**config.mk**
```make
export PLATFORM = sky130hd
export DESIGN_NAME = term_bus_serializer
export DESIGN_NICKNAME = d
export VERILOG_FILES = /design/src/rtl/term_ser_pkg.sv /design/src/rtl/term_ser_bitcnt.sv /design/src/rtl/term_bus_serializer.sv
export SDC_FILE = /design/constraint.sdc
export NUM_CORES = 1
export LEC_CHECK = 0
export ABC_CLOCK_PERIOD_IN_PS = 1600
export CORE_MARGIN = 2
export CORE_UTILIZATION = 30
export DETAILED_ROUTE_END_ITERATION = 12
export GPL_TIMING_DRIVEN = 0
export PLACE_DENSITY_LB_ADDON = 0.12
export SYNTH_ARGS = -nofsm -noshare
export SYNTH_HDL_FRONTEND = slang
export SYNTH_SLANG_ARGS = --single-unit
```
**constraint.sdc**
```tcl
create_clock -name clk -period 1.6 [get_ports clk]
set_input_delay 0.16 -clock clk [delete_from_list [all_inputs] [get_ports clk]]
set_output_delay 0.16 -clock clk [all_outputs]
set_load 0.01 [all_outputs]
```
**src/rtl/term_ser_pkg.sv**
```systemverilog
// rtl/term_ser_pkg.sv - shared types and constants for the term bus serializer
//
// Contents:
//   ser_state_t    : serializer FSM states (IDLE, SHIFT, PARITY)
//   TERM_BUS_WIDTH : default parallel word width of the term bus
//   cnt_width()    : bit-counter width for a given word width (at least 1)
package term_ser_pkg;

    typedef enum logic [1:0] {
        IDLE   = 2'd0,
        SHIFT  = 2'd1,
        PARITY = 2'd2
    } ser_state_t;

    localparam int TERM_BUS_WIDTH = 32;

    // Counter must be able to hold WIDTH-1.
    function automatic int cnt_width(input int width);
        return ($clog2(width) < 1) ? 1 : $clog2(width);
    endfunction

endpackage

```
**src/rtl/term_ser_bitcnt.sv**
```systemverilog
// rtl/term_ser_bitcnt.sv - loadable down-counter with zero flag for the serializer
//
// Ports:
//   clk      : rising-edge clock
//   rst_n    : asynchronous active-low reset (count clears to 0)
//   load     : load load_val this edge (has priority over en)
//   load_val : value to load
//   en       : decrement by one; saturates at zero
//   zero     : count is zero
module term_ser_bitcnt #(
    parameter int CW = 5
) (
    input  logic          clk,
    input  logic          rst_n,
    input  logic          load,
    input  logic [CW-1:0] load_val,
    input  logic          en,
    output logic          zero
);

    logic [CW-1:0] count;

    always_ff @(posedge clk or negedge rst_n) begin
        if (!rst_n) begin
            count <= '0;
        end else if (load) begin
            count <= load_val;
        end else if (en && (count != '0)) begin
            count <= count - 1'b1;
        end
    end

    assign zero = (count == '0);

endmodule

```
**src/rtl/term_bus_serializer.sv**
```systemverilog
// rtl/term_bus_serializer.sv - parallel term bus word to framed bit-serial line
//
// Optional feature: define TERM_SER_PARITY_EN to append an even-parity bit
// after the data bits (frame length WIDTH+1 instead of WIDTH).
//
// Ports:
//   clk       : rising-edge clock
//   rst_n     : asynchronous active-low reset
//   in_data   : parallel word, sampled on in_valid && in_ready
//   in_valid  : upstream word available
//   in_ready  : word can be accepted this cycle
//   ser_en    : downstream advance strobe; 0 holds the current bit
//   ser_out   : current serial bit
//   ser_frame : ser_out carries a data (or parity) bit
//   ser_last  : ser_out carries the final bit of the word
module term_bus_serializer
    import term_ser_pkg::*;
#(
    parameter int WIDTH     = TERM_BUS_WIDTH,
    parameter int LSB_FIRST = 0
) (
    input  logic             clk,
    input  logic             rst_n,
    input  logic [WIDTH-1:0] in_data,
    input  logic             in_valid,
    output logic             in_ready,
    input  logic             ser_en,
    output logic             ser_out,
    output logic             ser_frame,
    output logic             ser_last
);

    localparam int            CW       = cnt_width(WIDTH);
    localparam logic [CW-1:0] LAST_IDX = CW'(WIDTH - 1);

    ser_state_t       state, next_state;
    logic [WIDTH-1:0] shreg;
    logic [WIDTH-1:0] shifted;
    logic             head;
    logic             cnt_zero;
    logic             ready_raw;
    logic             load;
    logic             advance;

    // Zeros are shifted in behind the data so the head reads 0 once a word
    // has fully drained, keeping ser_out low in IDLE without extra muxing.
    assign head    = (LSB_FIRST != 0) ? shreg[0] : shreg[WIDTH-1];
    assign shifted = (LSB_FIRST != 0) ? {1'b0, shreg[WIDTH-1:1]}
                                      : {shreg[WIDTH-2:0], 1'b0};

    always_comb begin
        next_state = state;
        ready_raw  = 1'b0;
        load       = 1'b0;
        advance    = 1'b0;
        case (state)
            IDLE: begin
                ready_raw = 1'b1;
                if (in_valid) begin
                    load       = 1'b1;
                    next_state = SHIFT;
                end
            end
            SHIFT: begin
                if (ser_en) begin
                    advance = 1'b1;
                    if (cnt_zero) begin
`ifdef TERM_SER_PARITY_EN
                        next_state = PARITY;
`else
                        // Final data bit leaving: accept the next word on the
                        // same edge for gapless streaming.
                        ready_raw = 1'b1;
                        if (in_valid) begin
                            load = 1'b1;
                        end else begin
                            next_state = IDLE;
                        end
`endif
                    end
                end
            end
            PARITY: begin
                if (ser_en) begin
                    ready_raw = 1'b1;
                    if (in_valid) begin
                        load       = 1'b1;
                        next_state = SHIFT;
                    end else begin
                        next_state = IDLE;
                    end
                end
            end
            default: next_state = IDLE;
        endcase
    end

    // Held low while reset is asserted; ready depends only on state, counter
    // and ser_en, never on in_valid.
    assign in_ready = rst_n && ready_raw;

    always_ff @(posedge clk or negedge rst_n) begin
        if (!rst_n) begin
            state <= IDLE;
            shreg <= '0;
        end else begin
            state <= next_state;
            if (load) begin
                shreg <= in_data;
            end else if (advance) begin
                shreg <= shifted;
            end
        end
    end

    term_ser_bitcnt #(
        .CW (CW)
    ) u_bitcnt (
        .clk      (clk),
        .rst_n    (rst_n),
        .load     (load),
        .load_val (LAST_IDX),
        .en       (advance && !load),
        .zero     (cnt_zero)
    );

`ifdef TERM_SER_PARITY_EN
    logic par_bit;

    always_ff @(posedge clk or negedge rst_n) begin
        if (!rst_n) begin
            par_bit <= 1'b0;
        end else if (load) begin
            par_bit <= ^in_data;
        end
    end

    assign ser_out  = (state == PARITY) ? par_bit : head;
    assign ser_last = (state == PARITY);
`else
    assign ser_out  = head;
    assign ser_last = (state == SHIFT) && cnt_zero;
`endif

    assign ser_frame = (state != IDLE);

endmodule

```
==> results.py <==
metrics = {
    "floorplanning": {
        "core-area_sq_um": 5920,
        "die_x_um": 82.5,
        "start_util_pct": 31.2,
        "ios": 40,
        "rows": 28,
        "die_y_um": 82.5,
        "die-area_sq_um": 6800,
    },
    "layout": {
        "final_nets": 278,
        "syn_to_final_growth_pct": 40.1,
        "regArea_sq_um": 951,
        "layout_common_cells": "nand2_1 (39), dfrtp_1 (38), clkdlybuf4s50_1 (35)",
        "layout-drive-gt1-share_pct": 18.2,
        "fin_area_sq_um": 2590,
        "layout_commonest_cell": "nand2_1",
        "n_antenna_cell": 0,
        "final.fill_count": 602,
        "multi_input_area_sq_um": 861,
    },
    "setup_path": {
        "crit_family": "simple AND/OR/NAND/NOR gates",
        "crit_fanout": 5,
        "cp-start-kind": "flip-flop",
        "crit_required_ns": 1.78,
        "cp_num_buf_inv": 3,
        "slowest_delay_ns": 0.50,
        "crit_chain": "inv_2 > ha_4 > or4b_4 > buf_4 > buf_6 > nand2_2 > a2bb2oi_2 > o22a_1",
        "worstSetupPathType": "flip-flop to flip-flop",
        "end_kind": "flip-flop",
        "crit_arrival_ns": 2.00,
        "critPathSlowestCell": "or4b_4",
    },
    "synthesis": {
        "seq_area_frac_synth_pct": 51.5,
        "yosys_warnings": 0,
        "netlist_area_sq_um": 1850,
        "ys_seq_elements": 38,
        "avgSynthCellArea_sq_um": 10.1,
        "synth_cell_types": 28,
        "synth_cells": 183,
        "syn_nets": 220,
    },
    "routing": {
        "viasPerCell": 4.70,
        "drt_pass1_iterations": 4,
        "vias": 1489,
        "drc": 0,
        "wl_per_cell_um": 13.0,
        "drtIter0Drc": 81,
        "routed_wl_mm": 4.11,
        "ant_nets": 0,
    },
    "sta": {
        "period_needed_ns": 1.82,
        "fin_skew_ns": 0.00579,
        "rsz0062_at_grt": "true",
        "slew_viol_final": 0,
        "worstMarginPinSlew_ns": 0.881,
        "whs_ns": -0.0148,
        "setup_viol": 36,
        "timing.final.crit_share_pct": 114,
        "setup_ws_ns": -0.218,
        "max_freq_mhz": 550,
        "hold_viol_final": 8,
        "slew_headroom_pct": 41.3,
    },
    "run": {
        "drv_cap": 0,
    },
    "grt": {
        "grt_pass1_wl_mm": 6.72,
        "first_global_vias": 1457,
        "overflow": 0,
        "grt_usage_pct": 13.2,
        "grt_max_degree": 40,
        "antenna_found_initial": 0,
    },
    "placement": {
        "io_buffers": 38,
        "place_area_sq_um": 2350,
        "gp_congestion": 0.756,
        "dp_hpwl_mm": 2.72,
    },
    "run_status": {
        "violations": "hold timing, setup timing",
        "outcome": "complete, but fails checks",
    },
    "clock_network": {
        "clock_latency_ns": 0.28,
        "cts_buffer_depth": 2,
        "cts_root_buf": "clkbuf_8",
        "htreeDepth": 2,
        "holdBufCountCts": 0,
        "path_clk_slew_ns": 0.08,
        "clkSinkCount": 38,
        "numCtsBuffers": 5,
        "cts_tree": "yes",
    },
    "power_and_ir_drop": {
        "p_total_mw": 3.31,
        "p_per_area_nw_per_um2": 1280,
        "power.leakage_nw": 1.18,
        "ir_drop_v": 0.000448,
    },
    "hold_path": {
        "worstHoldPathType": "input port to async pin",
    },
}
synth_stat cells, drive strengths merged:
cell	number	share of area [%]
buf	8	2.7
or2	1	0.34
ha	1	0.68
dfrtp	38	51
o21a	1	0.41
a2bb2oi	1	0.47
a211o	1	0.47
nor3	2	0.54
o22ai	1	1.1
nand2b	1	0.34
nand3	1	0.27
a21oi	3	0.81
a31oi	1	0.34
clkbuf	3	0.75
or4b	1	0.75
o21ai	34	9.2
nand3b	1	0.41
nor2b	3	1.0
nor2	2	0.41
o22a	2	0.95
nand2	40	8.1
mux2i	31	17
inv	4	0.81
o311ai	1	0.47
nand4	1	0.34
flip-flops by register name, summed over array words and instances (netlist names):
signal / flops
shreg: 32
u_bitcnt.count: 5
state: 1
cells by family after synthesis:
group                      after synthesis  synth area share, %
and+or+nand+nor                         53                 12.5
AOI/OAI and AO/OA                       45                 14.2
DFF                                     38                 51.5
muxes                                   31                 16.8
buffers and inverters                   15                 4.27
adders and majority gates                1                0.677
worst paths after layout:
path                            slack, ns  depth (start not counted)         startpoint           endpoint
worst min-delay path                -0.01                          1              rst_n  u_bitcnt.count[2]
min in group clk                     0.33                          3             ser_en  u_bitcnt.count[0]
worst min register to register       0.55                          2           shreg[0]           shreg[0]
max in group asynchronous            1.05                          1              rst_n          shreg[11]
worst max register to register      -0.22                          8  u_bitcnt.count[1]  u_bitcnt.count[0]
worst max-delay path                -0.22                          8  u_bitcnt.count[1]  u_bitcnt.count[0]
final cells by class:
cell class / count / area share, %
plain buffers: 11 / 3.72
flip-flops and latches: 38 / 36.8
repair buffers: 51 / 18.5
multi-input cells: 130 / 33.3
clock buffers: 7 / 3.34
well taps: 75 / 3.63
inverters: 4 / 0.580
clock inverters: 1 / 0.193
where the power goes:
group          leakage [nW]  switching [mW]  internal, mW
Combinational         0.639           0.425         0.595
Sequential            0.489           0.260          1.35
Clock                0.0482           0.332         0.348
Total                  1.18            1.02          2.30
metrics by stage:
step | cells | utilization (%) | worst slack (ns) | setup TNS (ns)
after global routing | 317 | 43.7 | -0.288 | -9.22
after floorplan | 183 | - | -0.0890 | -2.75
final | 317 | 43.7 | -0.218 | -6.67
after global placement | 296 | 39.8 | -1.30 | -34.99
after detailed placement | 296 | 39.7 | -0.358 | -10.61
after CTS | 314 | 43.1 | -0.202 | -6.19
metal layers:
layer | part of all wire, % | global-route usage [%] | vias up
li1 | - | - | 748
met1 | 49 | 17.3 | 699
met2 | 44 | 20.4 | 37
met3 | 5.5 | 4.02 | 5
met4 | 1.1 | 5.17 | 0
met5 | 0 | 0 | -
timing repair:
item / 4_1_cts / 5_1_grt
setup endpoints to repair: 36 / 36
setup buffers: 10 / 3
pin swaps: 3 / 4
resized for setup: 15 / 3
Power figures use the tool's default switching activity.
